$ cat config.mk
export PLATFORM = sky130hd
export DESIGN_NAME = jt89_wrq
export DESIGN_NICKNAME = d
export VERILOG_FILES = /design/src/rtl/jt89_pkg.sv /design/src/rtl/jt89_wrq_fifo.sv /design/src/rtl/jt89_wrq.sv
export SDC_FILE = /design/constraint.sdc
export NUM_CORES = 1
export LEC_CHECK = 0
export ABC_AREA = 1
export CAP_MARGIN = 5
export CORE_UTILIZATION = 55
export CTS_BUF_LIST = sky130_fd_sc_hd__clkbuf_8
export CTS_CLUSTER_DIAMETER = 150
export DETAILED_ROUTE_END_ITERATION = 10
export PLACE_DENSITY_LB_ADDON = 0.05
export SLEW_MARGIN = 0
export SYNTH_ARGS = -nofsm -noshare
export SYNTH_HDL_FRONTEND = slang
export SYNTH_HIERARCHICAL = 1
export SYNTH_SLANG_ARGS = --single-unit
$ cat constraint.sdc
create_clock -name clk -period 4.2 [get_ports clk]
set_input_delay 1.05 -clock clk [delete_from_list [all_inputs] [get_ports clk]]
set_output_delay 1.05 -clock clk [all_outputs]
set_load 0.01 [all_outputs]
$ cat src/rtl/jt89_pkg.sv
// jt89_pkg: constants and types shared by the jt89 write queue and its benches.
//   JT89_WR_GAP - default number of clken periods between replayed writes
//   JT89_CNT_W  - width of the inter-write gap counter
//   wrq_st_e    - replay FSM state encoding
package jt89_pkg;

    localparam int JT89_WR_GAP = 32;
    localparam int JT89_CNT_W  = 8;

    typedef enum logic [1:0] {
        ST_IDLE  = 2'd0,
        ST_ISSUE = 2'd1,
        ST_WAIT  = 2'd2
    } wrq_st_e;

endpackage

$ cat src/rtl/jt89_wrq_fifo.sv
// jt89_wrq_fifo: small synchronous FIFO for the jt89 write queue.
//   clk, rst : clock, async active-high reset (pointers and level only)
//   push     : write wdata at the tail on this edge
//   pop      : advance the head on this edge (rdata shows the head beforehand)
//   rdata    : current head entry (combinational read)
//   level    : occupancy, 0..DEPTH
// Caller guarantees push is never asserted while full unless pop is also
// asserted on the same edge.
module jt89_wrq_fifo #(
    parameter int DEPTH = 4
) (
    input  logic                     clk,
    input  logic                     rst,
    input  logic                     push,
    input  logic                     pop,
    input  logic [7:0]               wdata,
    output logic [7:0]               rdata,
    output logic [$clog2(DEPTH):0]   level
);
    localparam int AW = $clog2(DEPTH);

    logic [7:0]    mem [DEPTH];
    logic [AW-1:0] wr_ptr, rd_ptr;

    // Storage is not reset; only entries below level are ever observed.
    always_ff @(posedge clk)
        if (push) mem[wr_ptr] <= wdata;

    assign rdata = mem[rd_ptr];

    // Pointers wrap naturally since DEPTH is a power of two.
    always_ff @(posedge clk or posedge rst) begin
        if (rst) begin
            wr_ptr <= '0;
            rd_ptr <= '0;
            level  <= '0;
        end else begin
            if (push) wr_ptr <= wr_ptr + 1'b1;
            if (pop)  rd_ptr <= rd_ptr + 1'b1;
            case ({push, pop})
                2'b10:   level <= level + 1'b1;
                2'b01:   level <= level - 1'b1;
                default: level <= level;
            endcase
        end
    end

endmodule

$ cat src/rtl/jt89_wrq.sv
// jt89_wrq: CPU write queue in front of the jt89 PSG core.
//   clk, rst  : system clock, async active-high reset
//   clken     : the clock enable also fed to jt89; paces the replay gap
//   cs_n,wr_n : CPU bus strobe (active low); one entry per strobe assertion
//   din       : CPU write data
//   ready     : a new CPU write can be accepted (FIFO not full)
//   ovf       : sticky, a write was dropped because the FIFO was full
//   core_wr_n : one-cycle write pulse to jt89
//   core_din  : data to jt89, holds the last issued byte
//   level     : FIFO occupancy
module jt89_wrq
    import jt89_pkg::*;
#(
    parameter int DEPTH = 4,
    parameter int GAP   = JT89_WR_GAP
) (
    input  logic                     clk,
    input  logic                     rst,
    input  logic                     clken,
    input  logic                     cs_n,
    input  logic                     wr_n,
    input  logic [7:0]               din,
    output logic                     ready,
    output logic                     ovf,
    output logic                     core_wr_n,
    output logic [7:0]               core_din,
    output logic [$clog2(DEPTH):0]   level
);
    localparam int LW = $clog2(DEPTH) + 1;

    logic                  stb, stb_q, acc;
    logic                  full, empty;
    logic                  push, pop;
    logic [7:0]            head;
    wrq_st_e               state, state_nxt;
    logic [JT89_CNT_W-1:0] gap_cnt, gap_nxt;

    // Edge-detect the strobe so a long CPU write lands exactly once.
    assign stb   = !cs_n && !wr_n;
    assign acc   = stb && !stb_q;
    assign full  = (level == LW'(DEPTH));
    assign empty = (level == '0);
    assign ready = !full;

    // A full FIFO still takes the write if the head leaves on the same edge.
    assign push = acc && (!full || pop);

    jt89_wrq_fifo #(.DEPTH(DEPTH)) u_fifo (
        .clk   (clk),
        .rst   (rst),
        .push  (push),
        .pop   (pop),
        .wdata (din),
        .rdata (head),
        .level (level)
    );

    always_ff @(posedge clk or posedge rst) begin
        if (rst) begin
            stb_q    <= 1'b0;
            ovf      <= 1'b0;
            state    <= ST_IDLE;
            gap_cnt  <= '0;
            core_din <= 8'h00;
        end else begin
            stb_q   <= stb;
            state   <= state_nxt;
            gap_cnt <= gap_nxt;
            if (acc && full && !pop) ovf <= 1'b1;
            if (pop) core_din <= head;
        end
    end

    // Pop decision uses registered level, so a fresh push into an empty
    // queue is only seen on the following edge.
    always_comb begin
        state_nxt = state;
        gap_nxt   = gap_cnt;
        pop       = 1'b0;
        case (state)
            ST_IDLE: if (!empty) begin
                pop       = 1'b1;
                state_nxt = ST_ISSUE;
            end
            ST_ISSUE: begin
                gap_nxt   = JT89_CNT_W'(GAP);
                state_nxt = ST_WAIT;
            end
            ST_WAIT: begin
                if (gap_cnt == '0)  state_nxt = ST_IDLE;
                else if (clken)     gap_nxt   = gap_cnt - 1'b1;
            end
            default: state_nxt = ST_IDLE;
        endcase
    end

    // Decoded from state so an async reset cuts the pulse immediately.
    assign core_wr_n = (state != ST_ISSUE);

endmodule

Word-level counts from Yosys, hierarchy flattened
Memories as Yosys holds them, arrays and structs flattened. A register that Yosys moved wholly into a read port is not among the register bits. Index checks and enable logic that the tools add are counted.

Register bits after elaboration: 19. Memory bits (writable): 32. Input bits: 13. Output and inout bits: 14. Logic and storage cells: 52. Memories: 1.

Add/sub/neg operators: 5. Equal/unequal tests: 10. Multiplexer cells: 11. Reductions and logical operators: 18.

Memory list: u_fifo.mem (words 4, width 8, rd ports 1, clocked after memory_dff 1, write ports 1, RTL line jt89_wrq_fifo.sv:22) `logic [7:0] mem [DEPTH];`.

Operators by type and width (number): 8-bit 2-to-1 mux (2); 8-bit case mux with 2 select lines (1); 8-bit zero test (1); 2-bit inequality test, second input constant (4); 8-bit by 1-bit subtractor with 8-bit output, second input constant (1); 2-bit case mux with 3 select lines (1); 3-bit case mux with 2 select lines (1); 1-bit logical AND (5); 1-bit zero test (5); 2-bit by 1-bit adder with 2-bit output, second input constant (2); 2-bit by 1-bit == test with 1-bit output, second input constant (2); 2-bit == test, second input constant (2); 1-bit 2-to-1 mux (4); 2-bit 2-to-1 mux (2); 2-bit nonzero test (2); 3-bit by 1-bit adder with 3-bit output, second input constant (1); 3-bit == test, second input constant (1); 3-bit zero test (1); 3-bit AND reduction (1); 3-bit by 1-bit subtractor with 3-bit output, second input constant (1); 2-bit zero test (1); 2-bit by 1-bit inequality test with 1-bit output, second input constant (1); 2-bit AND reduction (1); 1-bit logical OR (1).

Depth between registers and ports, before layout
Gate-level depths: netlist of run 1.

Word-level depth: 7. Gate-level depth with buffers: 13.

Hierarchy
The synthesis of run 1 kept the hierarchy.

Modules (own cells, without submodules): jt89_wrq_fifo (instances 1, cells an instance 155, area an instance 1739.2 um^2, seq. area each 1136.1 um^2); jt89_wrq (instances 1, cells an instance 134, area an instance 1067.3 um^2, seq. area each 500.5 um^2).

Worst setup path after synthesis of run 1
OpenSTA, ideal clock, no wires.

Path type: input to register. From: input port wr_n. To: register u_fifo.level[2]. Arrival: 2.439 ns. Data required time: 4.083 ns. Setup slack: 1.644 ns. Cell stages on the path: 11. Cells stage by stage: nor3_1 o21ai_0 inv_1 buf_2 inv_1 ha_1 fa_1 nand2_1 nand3_1 nand2_1 nand2_1.

Longest elaborated chain between the ends: 6. Elaborated cells between the ends (all ways): 8. Those cells by class: 2 x eq/ne; 1 x mux; 5 x reduce/logical.

RTL lines: start: declaration (RTL line jt89_wrq.sv:21) `input logic wr_n,`; 1-bit zero test (*) (RTL line jt89_wrq.sv:39) `assign stb = !cs_n && !wr_n;`; 1-bit logical AND (*) (RTL line jt89_wrq.sv:39); 1-bit logical AND (*) (RTL line jt89_wrq.sv:40) `assign acc = stb && !stb_q;`; 1-bit logical AND (*) (RTL line jt89_wrq.sv:46) `assign push = acc && (!full || pop);`; net push (RTL line jt89_wrq.sv:33) `logic push, pop;`; 2-bit by 1-bit == test with 1-bit output / 2-bit == test (equally long branches) (RTL line jt89_wrq_fifo.sv:40) `case ({push, pop})`; 3-bit case mux with 2 select lines / 2-bit nonzero test (equally long branches); end signal: assignment (RTL line jt89_wrq_fifo.sv:41) `2'b10: level <= level + 1'b1;`; end signal: assignment (RTL line jt89_wrq_fifo.sv:42) `2'b01: level <= level - 1'b1;`; end signal: assignment (RTL line jt89_wrq_fifo.sv:43) `default: level <= level;`; end: declaration (RTL line jt89_wrq_fifo.sv:18) `output logic [$clog2(DEPTH):0] level`.

Mark *: on every way through the listed nets, which the timed path passes. The rest lies on a longest branch. A chain may end at the register's enable or synchronous reset.

Worst setup path in the final report of run 1
Same ends and word-level chain as after synthesis.

==> results of run 1 <==
[cell usage after synthesis (2+ instances only)]
| cell | n | area, um^2 |
|---|---|---|
| inv_1 | 37 | 139 |
| buf_2 | 2 | 10.0 |
| edfxtp_1 | 32 | 961 |
| xnor2_1 | 3 | 26.3 |
| nand2_1 | 96 | 360 |
| o21ai_0 | 2 | 10.0 |
| buf_6 | 2 | 22.5 |
| nor2_1 | 31 | 116 |
| xor2_1 | 3 | 26.3 |
| inv_2 | 6 | 22.5 |
| nor3_1 | 2 | 10.0 |
| nand3_4 | 2 | 35.0 |
| nand4_1 | 3 | 18.8 |
| ha_1 | 6 | 75.1 |
| dfrtp_1 | 27 | 676 |
| nor2_4 | 3 | 33.8 |
| o211ai_1 | 8 | 60.1 |
| nand3_1 | 11 | 55.1 |
[registers in the layout, summed over array words and instances, names as in the netlist]
signal	cells
stb_q	1
state	2
u_fifo/mem	32
u_fifo/rd_ptr	2
gap_cnt	8
core_din	8
u_fifo/wr_ptr	2
ovf	1
u_fifo/level	3
[report_power, final]
part / internal (uW) / total (uW) / leakage [uW] / switching, uW
clock network: 262 / 468 / 0.000102 / 206
logic: 403 / 955 / 0.000790 / 551
registers: 757 / 916 / 0.000627 / 159
[cell type report]
| cell class | instances | area share (%) |
|---|---|---|
| clock buffer | 9 | 3.81 |
| clock inverter | 7 | 1.65 |
| inverter | 43 | 4.96 |
| multi-input combinational | 180 | 28.7 |
| sequential | 59 | 50.3 |
| tap | 67 | 2.58 |
| timing repair buffer | 26 | 8.00 |
[metal layers]
metal	vias up	global-route usage (%)	wire, um
met5	-	0	0
met4	0	9.83	52
met3	4	7.13	196
met2	45	30.7	2300
met1	856	26.7	2290
li1	966	-	-
[path summary, 6_finish.rpt]
path / startpoint / endpoint / slack (ps) / cells after the start
worst min register to register: core_din[4] / core_din[4] / 470 / 2
min in group asynchronous: rst / u_fifo/level[1] / 990 / 2
max in group asynchronous: rst / core_din[2] / 2530 / 2
worst max register to register: u_fifo/level[1] / u_fifo/level[2] / 2130 / 11
worst min-delay path: core_din[4] / core_din[4] / 470 / 2
worst max-delay path: wr_n / u_fifo/level[2] / 1350 / 11
[kinds of logic after synthesis]
family	after synthesis	share of synthesized area (%)
xor+xnor	6	1.87
compound gates	14	3.43
fa+ha+maj	7	3.39
simple gates	153	24.6
flops	59	58.3
buf+inv	50	8.43
[critical path: cells and delay by family]
kind | cells | cell delay (ps)
buffers and inverters | 3 | 720
AOI/OAI and AO/OA | 1 | 130
adders and majority gates | 2 | 650
and+or+nand+nor | 5 | 530
[per-stage QoR]
stage	hold WS [ps]	power (uW)	util, %	instance area (um^2)
6_report	470	2340	67.5	3250
3_3_place_gp	454	1850	63.8	3080
2_1_floorplan	493	1640	-	2810
3_5_place_dp	455	1890	63.8	3080
4_1_cts	473	2360	67.5	3250
5_1_grt	503	2540	67.5	3250
==> results by group, run 1 <==
Outcome
  • Outcome: complete, no violations

Clocking
  • Clock Sinks: 59
  • CTS tree: done
  • Clk pin slew, worst setup/hold paths: 60 ps
  • Htree depth: 3
  • Clock buffers created by TritonCTS: 9
  • Cts hold-fix bufs: 0
  • Cts repair resizes: 0
  • Clock buffer depth: 2
  • Clk_lat worst skew: 330 ps
  • # Post-CTS Setup Buffers: 0
  • Clock Root Buffer: clkbuf_8

Layout
  • Area Growth Syn to Fin: 15.9%
  • Fin cells: between 300 and 400
  • Reg area: between 1500 and 2000 um^2
  • Number of fill cells: 419
  • Number of diodes: 0
  • Share of cells above drive strength 1: 8.64%
  • Final nets: 339
  • Footprint of the multi-input gates: 933 um^2
  • Most frequent cells in the layout: 96 x nand2_1, 40 x inv_1, 32 x edfxtp_1
  • Most common cell after layout, fill and taps aside: nand2_1

Synthesis
  • Yosys warns: 6
  • Sequential-to-total area share from yosys stat: around 58%
  • Post-Syn Nets: 309
  • Synthesis-stage register bit count: 59
  • Syn Area/Cell: ~10 um^2
  • Post-Synthesis Cells: 289
  • Unique masters post-synth: 31
  • Dominant synthesized flop cell: edfxtp_1
  • Synthesized area: ~2800 um^2
  • Post-synth EDFFs: 32
  • Fraction of registers with async set/reset: between 40% and 50%

Global routing
  • First-pass GRT wire length: 7790 um
  • GRT overflow: 0
  • Largest net degree at the start of global routing: 35
  • Vias in the first global route: roughly 1700
  • Initial antenna violation count: 0
  • GRT Overall Usage: 20.5%

STA
  • Fmax: 351 MHz
  • RSZ-0062 raised after global routing: false
  • Finish-stage setup viols: 0
  • TNS Setup: 0 ps
  • Crit share post-route: 67.9%
  • Slew Limit Fails: 0
  • Worst-margin pin slew: 1020 ps
  • Fin crit period: 2850 ps
  • Slew margin rel.: 32.2%
  • Clock skew: 8.17 ps
  • Final hold violations: 0
  • Worst setup margin: 1350 ps

Placed design
  • HPWL after DPL: 3270 um
  • IO buf count: 26
  • Pre-CTS setup slack: between 1000 and 1500 ps
  • Gpl congestion: approximately 0.81
  • Placed Cells: 375

Setup path
  • Slowest stage delay, CP: 430 ps
  • CP arrival: 3070 ps
  • Worst-path fanout max: 8
  • CP Launch Type: primary input
  • Slowest-stage cell, CP: clkdlybuf4s50_1
  • CP cell instances: clkdlybuf4s50_1, nor3_1, o21ai_0, inv_1, inv_1, ha_1, fa_1, nand2_1, nand3_1, nand2_1, nand2_1
  • Type of the worst setup path: primary input to flip-flop
  • Req. time, crit path: 4420 ps
  • Most common cell on crit path: nand2_1
  • Crit path capture type: flip-flop

Routing
  • Final wirelength: 4830 um
  • DR vias/cell: 4.79
  • DRC viols: 0
  • Vias: 1871
  • DRT Pass-1 Iters: 4
  • Final antenna-violating net count: 0
  • DRT iter0 DRCs: 92
  • Routed WL per cell: 12.4 um

Min path
  • HP Class: flip-flop to flip-flop

Floorplan
  • IO Count: 27
  • Initial Util: 58.3%
  • Die area: around 5400 um^2
  • Core region area: 4820 um^2
  • Chip height: 73.4 um
  • # rows: 25
  • Die Wd: 73.4 um

Power and ir drop
  • Leakage: 0.00152 uW
  • Total power per unit cell area: 719 nW/um^2
  • Max IR drop VDD: 342 uV

Job
  • Max Cap Violations: 0
No activity file was read; power rests on OpenSTA's default activity.
==> inputs of run 2 (changes only) <==
clock period = 2.7 ns   (was 4.2 ns; I/O delays follow)
==> results by group, run 2 (same netlist as run 1, synthesis figures left out) <==
Outcome
  • Outcome: complete, no violations

Placed design
  • HPWL after DPL: between 3000 and 4000 um
  • Placed cell areas: 3100 um^2
  • Placed Cells: ~380
  • Gpl congestion: 0.816
  • IO buf count: 26

Power and ir drop
  • Gate power share: between 40 and 50%
  • Leakage: 0.00152 uW
  • Clock power frac: 20.3%
  • Total power per unit cell area: 1120 nW/um^2
  • Flop pwr share: ~39%
  • Internal power: roughly 2200 uW
  • Max IR drop VDD: 620 uV
  • Psw: 1430 uW
  • Switch share: around two fifths

Floorplan
  • Die Wd: approximately 73 um
  • # rows: 25
  • Initial Util: 58.3%
  • Core region area: ~4800 um^2
  • Chip height: 73.4 um
  • IO Count: 27
  • Die area: 5390 um^2

Setup path
  • Req. time, crit path: 2920 ps
  • Worst-path fanout max: 3
  • Slowest stage delay, CP: between 400 and 500 ps
  • Reg2reg start: u_fifo/level[0]
  • Type of the worst setup path: primary input to flip-flop
  • CP arrival: around 2500 ps
  • Crit path capture type: flip-flop
  • Most common cell on crit path: nand2_1
  • Flop2flop setup slack: between 800 and 900 ps
  • Setup crit start: wr_n
  • Slowest-stage cell, CP: clkdlybuf4s50_1
  • CP Launch Type: primary input
  • CP cell instances: clkdlybuf4s50_1, nor3_1, o21ai_0, inv_1, inv_1, ha_1, fa_1, nand2_1, nand3_1, nand2_1, nand2_1

Global routing
  • GRT Overall Usage: 20.4%
  • Initial antenna violation count: 0
  • Vias in the first global route: 1725
  • Largest net degree at the start of global routing: 34
  • GRT overflow: 0
  • First-pass GRT wire length: 7910 um

STA
  • TNS Setup: 0 ps
  • Minimum hold slack: 471 ps
  • Finish-stage setup viols: 0
  • Crit share post-route: a little over four fifths
  • Slew Limit Fails: 0
  • Slew margin rel.: 33.2%
  • Clock skew: 7.83 ps
  • Final hold violations: 0
  • Fmax: 443 MHz
  • Fin crit period: around 2300 ps
  • RSZ-0062 raised after global routing: false
  • Worst-margin pin slew: about 1000 ps

Routing
  • DRT Pass-1 Iters: 5
  • DR vias/cell: 4.78
  • Final antenna-violating net count: 0
  • DRT iter0 DRCs: 80
  • Final wirelength: 4600 um
  • DRC viols: 0
  • Routed WL per cell: between 10 and 15 um
  • Vias: 1883

Layout
  • Fin cells: between 300 and 400
  • Largest reg by FF count: u_fifo/mem
  • Most frequent cells in the layout: 96 x nand2_1, 38 x inv_1, 32 x edfxtp_1
  • Footprint of the multi-input gates: 933 um^2
  • Reg area: 1640 um^2
  • Design area: ~3300 um^2
  • Number of fill cells: ~430
  • Max reg flops: 32
  • Top flop regs: u_fifo/mem: 32 flops, core_din: 8 flops, gap_cnt: 8 flops
  • Final nets: 342
  • Number of diodes: 0
  • Share of cells above drive strength 1: 9.79%
  • Most common cell after layout, fill and taps aside: nand2_1
  • Area Growth Syn to Fin: 16.9%
  • Final Util: 68.1%

Min path
  • Hold wc startpoint: core_din[5]
  • HP Class: flip-flop to flip-flop

Clocking
  • CTS tree: done
  • Clk pin slew, worst setup/hold paths: 70 ps
  • Clk_lat worst skew: 330 ps
  • Clock buffer depth: 2
  • Cts hold-fix bufs: 0
  • Clock Sinks: 59
  • Htree depth: 3
  • Clock buffers created by TritonCTS: 9
  • Clock Root Buffer: clkbuf_8
  • Cts repair resizes: 0
  • # Post-CTS Setup Buffers: 0

Job
  • Max Cap Violations: 0
==> run 2: changes by cell type in the layout (fill, tap and decap cells not counted), sizes merged <==
cell,before,now
buf,0,3
clkinvlp,0,2
inv,46,44
==> run 2: layout make-up <==
class / count / area share [%]
clock buffers: 9 / 3.77
clock inverters: 7 / 1.83
inverters: 43 / 4.92
multi-input cells: 180 / 28.4
flip-flops and latches: 59 / 49.9
well taps: 67 / 2.55
repair buffers: 29 / 8.62
==> run 2: worst paths after layout <==
check,cells after the start,to
worst max-delay path,11,u_fifo/level[2]
worst min-delay path,2,core_din[5]
worst max register to register,11,u_fifo/level[2]
worst min register to register,2,core_din[5]
max in group asynchronous,2,core_din[2]
min in group asynchronous,2,u_fifo/level[2]
==> run 2: layer usage <==
layer	global-route usage, %	part of all wire [%]
met2	28.6	45
met5	0	0
met4	11.5	2.4
met1	29.6	49
met3	4.12	3.6
==> run 2: critical path: cells and delay by family <==
family,cells,cell delay (ps)
buffers and inverters,3,570
and+or+nand+nor,5,490
adders and majority gates,2,630
AOI/OAI and AO/OA,1,120
==> run 2: metrics by stage <==
step,power [uW],worst slack (ps)
6_report,3660,442
5_1_grt,3980,221
4_1_cts,3700,421
3_5_place_dp,2950,109
3_3_place_gp,2900,150
2_1_floorplan,2560,519
==> run 2: power groups by stage <==
stage          clock network (uW)  logic, uW  registers [uW]
6_report                      744       1500            1420
5_1_grt                       797       1720            1460
4_1_cts                       757       1510            1430
3_5_place_dp                    0       1510            1440
3_3_place_gp                    0       1470            1430
2_1_floorplan                   0       1170            1390
